File: src/rtl/uart_pkg.sv
// uart_pkg: shared types and constants for the UART blocks.
//   rx_state_t      receiver FSM state encoding
//   UART_DATA_BITS  default data bits per frame
//   UART_OVERSAMPLE default ticks per bit period
//   mid_bit_idx()   tick count at which the middle of a bit is reached
package uart_pkg;

    localparam int unsigned UART_DATA_BITS  = 8;
    localparam int unsigned UART_OVERSAMPLE = 16;

    typedef enum logic [2:0] {
        StIdle,
        StStart,
        StData,
        StParity,
        StStop,
        StBreak
    } rx_state_t;

    // Counting from the detected falling edge, this tick lands mid start bit.
    function automatic int unsigned mid_bit_idx(input int unsigned oversample);
        return oversample / 2 - 1;
    endfunction

endpackage

File: src/rtl/uart_sync.sv
// uart_sync: two-flop synchronizer for a single asynchronous input.
//   clock    system clock
//   reset    asynchronous active-high reset, loads RESET_VAL into both flops
//   i_d      asynchronous input
//   o_q      synchronized output (2 cycles of latency)
module uart_sync #(
    parameter logic RESET_VAL = 1'b1
) (
    input  logic clock,
    input  logic reset,
    input  logic i_d,
    output logic o_q
);

    logic r_meta;
    logic r_sync;

    always_ff @(posedge clock or posedge reset) begin
        if (reset) begin
            r_meta <= RESET_VAL;
            r_sync <= RESET_VAL;
        end else begin
            r_meta <= i_d;
            r_sync <= r_meta;
        end
    end

    assign o_q = r_sync;

endmodule

File: src/rtl/uart_rx.sv
// uart_rx: oversampling UART receiver.
//   clock         system clock
//   reset         asynchronous active-high reset
//   tick          one-cycle strobe at OVERSAMPLE x baud
//   rx            asynchronous serial line, idle high
//   data          last received word, held until the next frame completes
//   valid         one-cycle pulse when data and flags are updated
//   parity_error  parity mismatch on the last frame (held)
//   frame_error   stop bit sampled low on the last frame (held)
//   busy          high whenever the receiver is not idle
module uart_rx
    import uart_pkg::*;
#(
    parameter int unsigned DATA_BITS  = UART_DATA_BITS,
    parameter int unsigned OVERSAMPLE = UART_OVERSAMPLE,
    parameter int unsigned PARITY_EN  = 0,
    parameter int unsigned PARITY_ODD = 0
) (
    input  logic                 clock,
    input  logic                 reset,
    input  logic                 tick,
    input  logic                 rx,
    output logic [DATA_BITS-1:0] data,
    output logic                 valid,
    output logic                 parity_error,
    output logic                 frame_error,
    output logic                 busy
);

    localparam int unsigned TCW = $clog2(OVERSAMPLE);
    localparam int unsigned BCW = $clog2(DATA_BITS) + 1;

    localparam logic [TCW-1:0] TC_MID  = TCW'(mid_bit_idx(OVERSAMPLE));
    localparam logic [TCW-1:0] TC_LAST = TCW'(OVERSAMPLE - 1);
    localparam logic [BCW-1:0] BC_LAST = BCW'(DATA_BITS - 1);
    localparam logic           ODD_BIT = (PARITY_ODD != 0);
    localparam logic           PAR_ON  = (PARITY_EN != 0);

    rx_state_t            r_state;
    logic [TCW-1:0]       r_tick_cnt;
    logic [BCW-1:0]       r_bit_cnt;
    logic [DATA_BITS-1:0] r_shift;
    logic                 r_parity_bit;
    logic [DATA_BITS-1:0] r_data;
    logic                 r_valid;
    logic                 r_parity_error;
    logic                 r_frame_error;

    logic w_rx_s;
    logic w_par_err;

    uart_sync #(
        .RESET_VAL (1'b1)
    ) u_sync (
        .clock (clock),
        .reset (reset),
        .i_d   (rx),
        .o_q   (w_rx_s)
    );

    // Nonzero when data plus received parity bit disagree with the selected parity.
    assign w_par_err = PAR_ON ? (^r_shift ^ r_parity_bit ^ ODD_BIT) : 1'b0;

    always_ff @(posedge clock or posedge reset) begin
        if (reset) begin
            r_state        <= StIdle;
            r_tick_cnt     <= '0;
            r_bit_cnt      <= '0;
            r_shift        <= '0;
            r_parity_bit   <= 1'b0;
            r_data         <= '0;
            r_valid        <= 1'b0;
            r_parity_error <= 1'b0;
            r_frame_error  <= 1'b0;
        end else begin
            r_valid <= 1'b0;
            if (tick) begin
                case (r_state)
                    StIdle: begin
                        if (!w_rx_s) begin
                            r_state    <= StStart;
                            r_tick_cnt <= '0;
                        end
                    end
                    StStart: begin
                        if (r_tick_cnt == TC_MID) begin
                            r_tick_cnt <= '0;
                            if (!w_rx_s) begin
                                r_state   <= StData;
                                r_bit_cnt <= '0;
                            end else begin
                                // Glitch shorter than half a bit: not a real start bit.
                                r_state <= StIdle;
                            end
                        end else begin
                            r_tick_cnt <= r_tick_cnt + TCW'(1);
                        end
                    end
                    StData: begin
                        if (r_tick_cnt == TC_LAST) begin
                            r_shift    <= {w_rx_s, r_shift[DATA_BITS-1:1]};
                            r_tick_cnt <= '0;
                            r_bit_cnt  <= r_bit_cnt + BCW'(1);
                            if (r_bit_cnt == BC_LAST) begin
                                r_state <= PAR_ON ? StParity : StStop;
                            end
                        end else begin
                            r_tick_cnt <= r_tick_cnt + TCW'(1);
                        end
                    end
                    StParity: begin
                        if (r_tick_cnt == TC_LAST) begin
                            r_parity_bit <= w_rx_s;
                            r_tick_cnt   <= '0;
                            r_state      <= StStop;
                        end else begin
                            r_tick_cnt <= r_tick_cnt + TCW'(1);
                        end
                    end
                    StStop: begin
                        if (r_tick_cnt == TC_LAST) begin
                            r_data         <= r_shift;
                            r_frame_error  <= !w_rx_s;
                            r_parity_error <= w_par_err;
                            r_valid        <= 1'b1;
                            r_tick_cnt     <= '0;
                            // A low stop bit means the line may be held in break.
                            r_state        <= w_rx_s ? StIdle : StBreak;
                        end else begin
                            r_tick_cnt <= r_tick_cnt + TCW'(1);
                        end
                    end
                    StBreak: begin
                        if (w_rx_s) begin
                            r_state <= StIdle;
                        end
                    end
                    default: begin
                        r_state    <= StIdle;
                        r_tick_cnt <= '0;
                    end
                endcase
            end
        end
    end

    assign data         = r_data;
    assign valid        = r_valid;
    assign parity_error = r_parity_error;
    assign frame_error  = r_frame_error;
    assign busy         = (r_state != StIdle);

endmodule

File: config.mk
export PLATFORM = sky130hd
export DESIGN_NAME = uart_rx
export DESIGN_NICKNAME = d
export VERILOG_FILES = /design/src/rtl/uart_pkg.sv /design/src/rtl/uart_sync.sv /design/src/rtl/uart_rx.sv
export SDC_FILE = /design/constraint.sdc
export NUM_CORES = 1
export LEC_CHECK = 0
export CORE_ASPECT_RATIO = 0.5
export CORE_UTILIZATION = 50
export DETAILED_ROUTE_END_ITERATION = 8
export PLACE_DENSITY_LB_ADDON = 0.1
export SETUP_SLACK_MARGIN = 0.1
export SLEW_MARGIN = 40
export SYNTH_ARGS = -nofsm -noshare
export SYNTH_HDL_FRONTEND = slang
export SYNTH_HIERARCHICAL = 1
export SYNTH_SLANG_ARGS = --single-unit
File: constraint.sdc
create_clock -name clock -period 1.95 [get_ports clock]
set_input_delay 0.39 -clock clock [delete_from_list [all_inputs] [get_ports clock]]
set_output_delay 0.39 -clock clock [all_outputs]
set_load 0.005 [all_outputs]
Yosys cells after proc, flatten, opt, wreduce, memory -nomap -nowiden
Index checks and enable logic that the tools add are counted.

Register bits: 31. Input port bits: 4. Output and inout bits: 12. Word-level logic and storage cells: 58.

Add/subtract/negate cells: 2. Equality and inequality tests: 16. Muxes and demuxes: 20. Bitwise logic cells: 1. Reduce and logical (&&, ||, !) cells: 10.

Operators by type and width (count): 3-bit two-way mux (8); 4-bit two-way mux (5); 3-bit case mux with 6 select lines (1); 4-bit case mux with 4 select lines (1); 2-bit != test, second input constant (7); 3-bit AND reduction (3); 4-bit by 1-bit adder with 4-bit output, second input constant (2); 4-bit by 3-bit == test with 1-bit output, second input constant (2); 4-bit case mux with 2 select lines (1); 8-bit AND reduction (1); 3-bit by 2-bit == test with 1-bit output, second input constant (2); 3-bit == test, second input constant (2); 5-bit AND reduction (1); 4-bit == test, second input constant (1); 3-bit by 1-bit == test with 1-bit output, second input constant (1); 3-bit zero test (1); 1-bit two-way mux (3); 3-bit nonzero test (1); 3-bit OR reduction (1); 2-bit two-way mux (1); 2-bit by 1-bit != test with 1-bit output, second input constant (1); 2-bit nonzero test (1); 1-bit zero test (1); 1-bit inverter (1).

Logic depth before layout (Yosys ltp)
Gate-level depths: netlist (run 1).

Depth in word-level cells: 4. Mapped depth: 6. Depth with buffers taken out: 5.

Modules after synthesis
Netlist (run 1), hierarchy kept.

By module, submodules not included: uart_rx (times used 1, cells an instance 122, area each 1435.1 µm²); uart_sync (times used 1, cells an instance 3, area each 56.3 µm²).

Worst setup path after synthesis (run 1)
No wires, ideal clock.

Path kind: register -> register. Start: reg r_state[1]. End: reg r_data[0] (netlist: data[0]). Setup time: 0.127 ns. Arrival: 1.579 ns. Required time: 1.823 ns. Slack: 0.244 ns. Cell stages (with the launch flop): 6. Cell sequence: dfrtp_1 buf_6 or3b_1 nor3_2 buf_6 mux2_1.

Word-level cells in the longest chain between the ends: 2.

RTL lines: start, declared (line uart_rx.sv:39) `rx_state_t r_state;`; start signal, assigned (line uart_rx.sv:66) `r_state <= StIdle;`; start signal, assigned (line uart_rx.sv:81) `r_state <= StStart;`; start signal, assigned (line uart_rx.sv:89) `r_state <= StData;`; 3-bit == test (line uart_rx.sv:78) `case (r_state)`; 3-bit AND reduction (no line); end signal, assigned (line uart_rx.sv:122) `r_data <= r_shift;`; end, declared (line uart_rx.sv:44) `logic [DATA_BITS-1:0] r_data;`.

No other way between the ends. A chain may end at the register's enable or synchronous reset.

Final worst setup path (run 1)
Start: reg r_tick_cnt[0]. End: reg r_bit_cnt[3].

Word-level cells in the longest chain between the ends: 3.

RTL lines: start, declared (line uart_rx.sv:40) `logic [TCW-1:0] r_tick_cnt;`; start signal, assigned (line uart_rx.sv:96) `r_tick_cnt <= r_tick_cnt + TCW'(1);`; start signal, assigned (line uart_rx.sv:108) `r_tick_cnt <= r_tick_cnt + TCW'(1);`; start signal, assigned (line uart_rx.sv:117) `r_tick_cnt <= r_tick_cnt + TCW'(1);`; 4-bit == test or 4-bit by 3-bit == test with 1-bit output (tied branches) (line uart_rx.sv:100, uart_rx.sv:86); 2-bit != test (no line); 5-bit AND reduction (no line) (*); end signal, assigned (line uart_rx.sv:103) `r_bit_cnt <= r_bit_cnt + BCW'(1);`; end, declared (line uart_rx.sv:41) `logic [BCW-1:0] r_bit_cnt;`.

Mark *: on every way between the ends. The rest lies on a longest branch, timed or not.

==> out/results.tsv, run 1 <==
metric	value	unit
synth unique cells	43	
syn nets	131	
worst skew pair latency	0.28	ns
initial antenna violation count	0	
Clock Tree Buf Depth	2	
per-cell routed wire length	14.66	µm
GRT Total Usage	20.47	%
Via density	5.452	
die extent in x	79.24	µm
Layout Nets	156	
Placer Congestion	0.8022	
Worst-path clk slew	0.07	ns
net switching power figure	548.8	µW
CTS sink count	31	
Area Growth Syn to Fin	21.06	%
crit path kind	reg -> reg	
I/O pin cnt	16	
Layout Utilization	66.47	%
drt initial violations	58	
first-pass GRT wire length	4.505	mm
Core Box Area	0.002716	mm²
Critical Path Source	r_tick_cnt[0]	
pwr dens	939.2	mW/mm²
Final Hold Fails	0	
diode count	0	
RR Endpoint	r_bit_cnt[3]	
worst clock skew	0.007591	ns
PnR Total Power	1696	µW
R2R cell count	5	
crit path DAT	1.99	ns
Placement Rows	13	
number of max-cap violations	0	
crit path max fanout	6	
register area share after synthesis	52.18	%
Yosys warning count	6	
largest net degree at the start of global routing	30	
total CTS buffers	5	
height of the die	40.62	µm
Worst slew margin	61.71	%
initial core utilization	54.91	%
Hold Path Class	reg -> reg	
Root Buffer	clkbuf_8	
drt total wl	2.756	mm
Critical Path RT	2.16	ns
power share of the clock group	29.1	%
fin. max-slew vios	0	
vias in the first global route	937	
vias post-DR	1025	
Worst IR Drop VDD	0.4188	mV
R2R Path Start	r_tick_cnt[0]	
H-tree depth	2	
Pint	1147	µW
combinational share of power	24.4	%
TritonCTS clock tree	yes	
remaining global-route overflow	0	
Slew @ Worst Pin	0.5734	ns
Critical Path End Type	flop	
fin crit share	90.92	%
f_max	0.5640	GHz
Residual DRC	0	
post-synth top area cell	dfrtp_1	
switching part of the total	32.36	%
Synth top cells by count	29 x dfrtp_1, 9 x mux2_2, 8 x nand2_1	
die area	0.003219	mm²
synth top area cells	dfrtp_1 49%, mux2_2 6.8%, mux2_1 5.3%	
most frequent cell after synthesis	dfrtp_1	
Final ANT Viol Nets	0	
status	complete, no violations	
r2r setup slk	0.18	ns
syn_area_per_cell	11.93	µm²
Synth top area share	48.66	%
ys async rst share	100.0	%
number of port buffers	14	
setup TNS	0	ns
CP startpoint kind	flop	
share of cells above drive strength 1	28.48	%
CTS Hold Buffers Added	0	
sequential share of power	46.5	%
Detailed Place HPWL	1.833	mm
Synth Flop Type	dfrtp_1	
setup violators final	0	
router iterations before antenna repair	4	
Yosys reg bits	31	
Post-Syn Instances	125	
minimum clock period after layout	1.773	ns
RSZ-0062 raised after global routing	yes	
Critical Path End	r_bit_cnt[3]	
# fillers	214	
Synth Cell Area	0.001491	mm²
Post-synth EDFFs	0	
Pleak	0.0008228	µW
[sequential cells by signal, summed over array words and instances (netlist names)]
| signal | count |
|---|---|
| r_bit_cnt | 4 |
| u_sync/r_meta | 1 |
| r_shift | 8 |
| data | 8 |
| frame_error | 1 |
| valid | 1 |
| r_state | 3 |
| r_tick_cnt | 4 |
| u_sync/o_q | 1 |
[worst max-delay path, cell delays in order (launching register included)]
cell and delay, ns:
dfrtp_1 0.39, ha_1 0.27, and3_2 0.28, a22oi_2 0.11
or4_1 0.49, a21boi_1 0.15
[power groups by stage]
stage               Combinational (µW)  Sequential, µW  Clock (µW)
finish                             414             789         493
global route                       461             800         534
CTS                                410             778         510
detailed placement                 379             794           0
global placement                   370             791           0
floorplan                          290             767           0
[what timing repair did]
action	4_1_cts	5_1_grt
gates cloned	0	0
resized for setup	5	5
buffers inserted	3	0
setup endpoints to repair	1	16
[cells in the final DEF (no fill, tap or decap), types with 2 or more instances in the layout]
cell type,instances
dfrtp_1,26
clkdlybuf4s50_1,13
mux2_2,9
buf_4,9
nand2_1,8
mux2_1,7
o21ai_0,7
inv_1,6
a21oi_1,5
clkbuf_8,5
nor2_1,4
nand3_1,4
nand2b_1,3
dfrtp_2,3
and3_2,2
o22ai_1,2
o31ai_1,2
o211ai_1,2
ha_1,2
dfstp_2,2
[layer usage]
| layer | routed length, µm | global-route usage [%] | share of wire, % | vias to the layer above |
|---|---|---|---|---|
| met3 | 141 | 7.333 | 5.1 | 2 |
| met5 | 0 | 0 | 0 | - |
| li1 | - | - | - | 504 |
| met2 | 1204 | 31.03 | 44 | 21 |
| met1 | 1391 | 27.00 | 50 | 498 |
| met4 | 19 | 9.545 | 0.69 | 0 |
[worst min-delay path by stage]
stage | from | end | slack (ns) | cells after the start
after floorplan | reset | u_sync/o_q | 0.30 | 1
after global placement | u_sync/r_meta | u_sync/o_q | 0.35 | 0
after detailed placement | u_sync/r_meta | u_sync/o_q | 0.35 | 0
after CTS | u_sync/r_meta | u_sync/o_q | 0.36 | 0
after global routing | u_sync/r_meta | u_sync/o_q | 0.36 | 0
final | u_sync/r_meta | u_sync/o_q | 0.36 | 0
[kinds of logic (layout without fill, tap and decap cells)]
group / after synthesis / in the layout / share of synthesized area (%)
AOI/OAI and AO/OA: 26 / 26 / 13.51
muxes: 17 / 17 / 12.75
DFF: 31 / 31 / 52.18
and+or+nand+nor: 35 / 35 / 14.18
xor gates and xnor gates: 1 / 1 / 0.5874
other: 1 / 1 / 0.2514
adders and majority gates: 2 / 2 / 1.678
buffers and inverters: 12 / 38 / 4.866
[per-stage QoR]
step	worst slack (ns)	instances	area [µm²]	hold slack, ns
finish	0.1770	188	1805	0.3576
global route	0.08090	188	1805	0.3590
CTS	0.1175	188	1790	0.3581
detailed placement	0.05048	177	1677	0.3481
global placement	0.1286	177	1677	0.3474
floorplan	0.2437	125	1491	0.3015
[cell type report]
type | count | area (µm²) | share of cell area, %
Tap cell | 37 | 46.29 | 2.564
Inverter | 7 | 26.28 | 1.455
Clock buffer | 6 | 72.57 | 4.019
Multi-Input combinational cell | 82 | 655.6 | 36.31
Timing Repair Buffer | 23 | 210.2 | 11.64
Sequential cell | 31 | 782.0 | 43.31
Clock inverter | 2 | 12.51 | 0.6930
No activity file was read; power rests on OpenSTA's default activity.
==> run 2: changes to the inputs <==
--- a/config.mk
+++ b/config.mk
@@ -5,6 +5,7 @@
 export SDC_FILE = /design/constraint.sdc
 export NUM_CORES = 1
 export LEC_CHECK = 0
+export CAP_MARGIN = 0
 export CORE_ASPECT_RATIO = 0.5
 export CORE_UTILIZATION = 50
 export DETAILED_ROUTE_END_ITERATION = 8
==> results of run 2 <==
Final layout, timing and power as in run 1 (identical DEF).
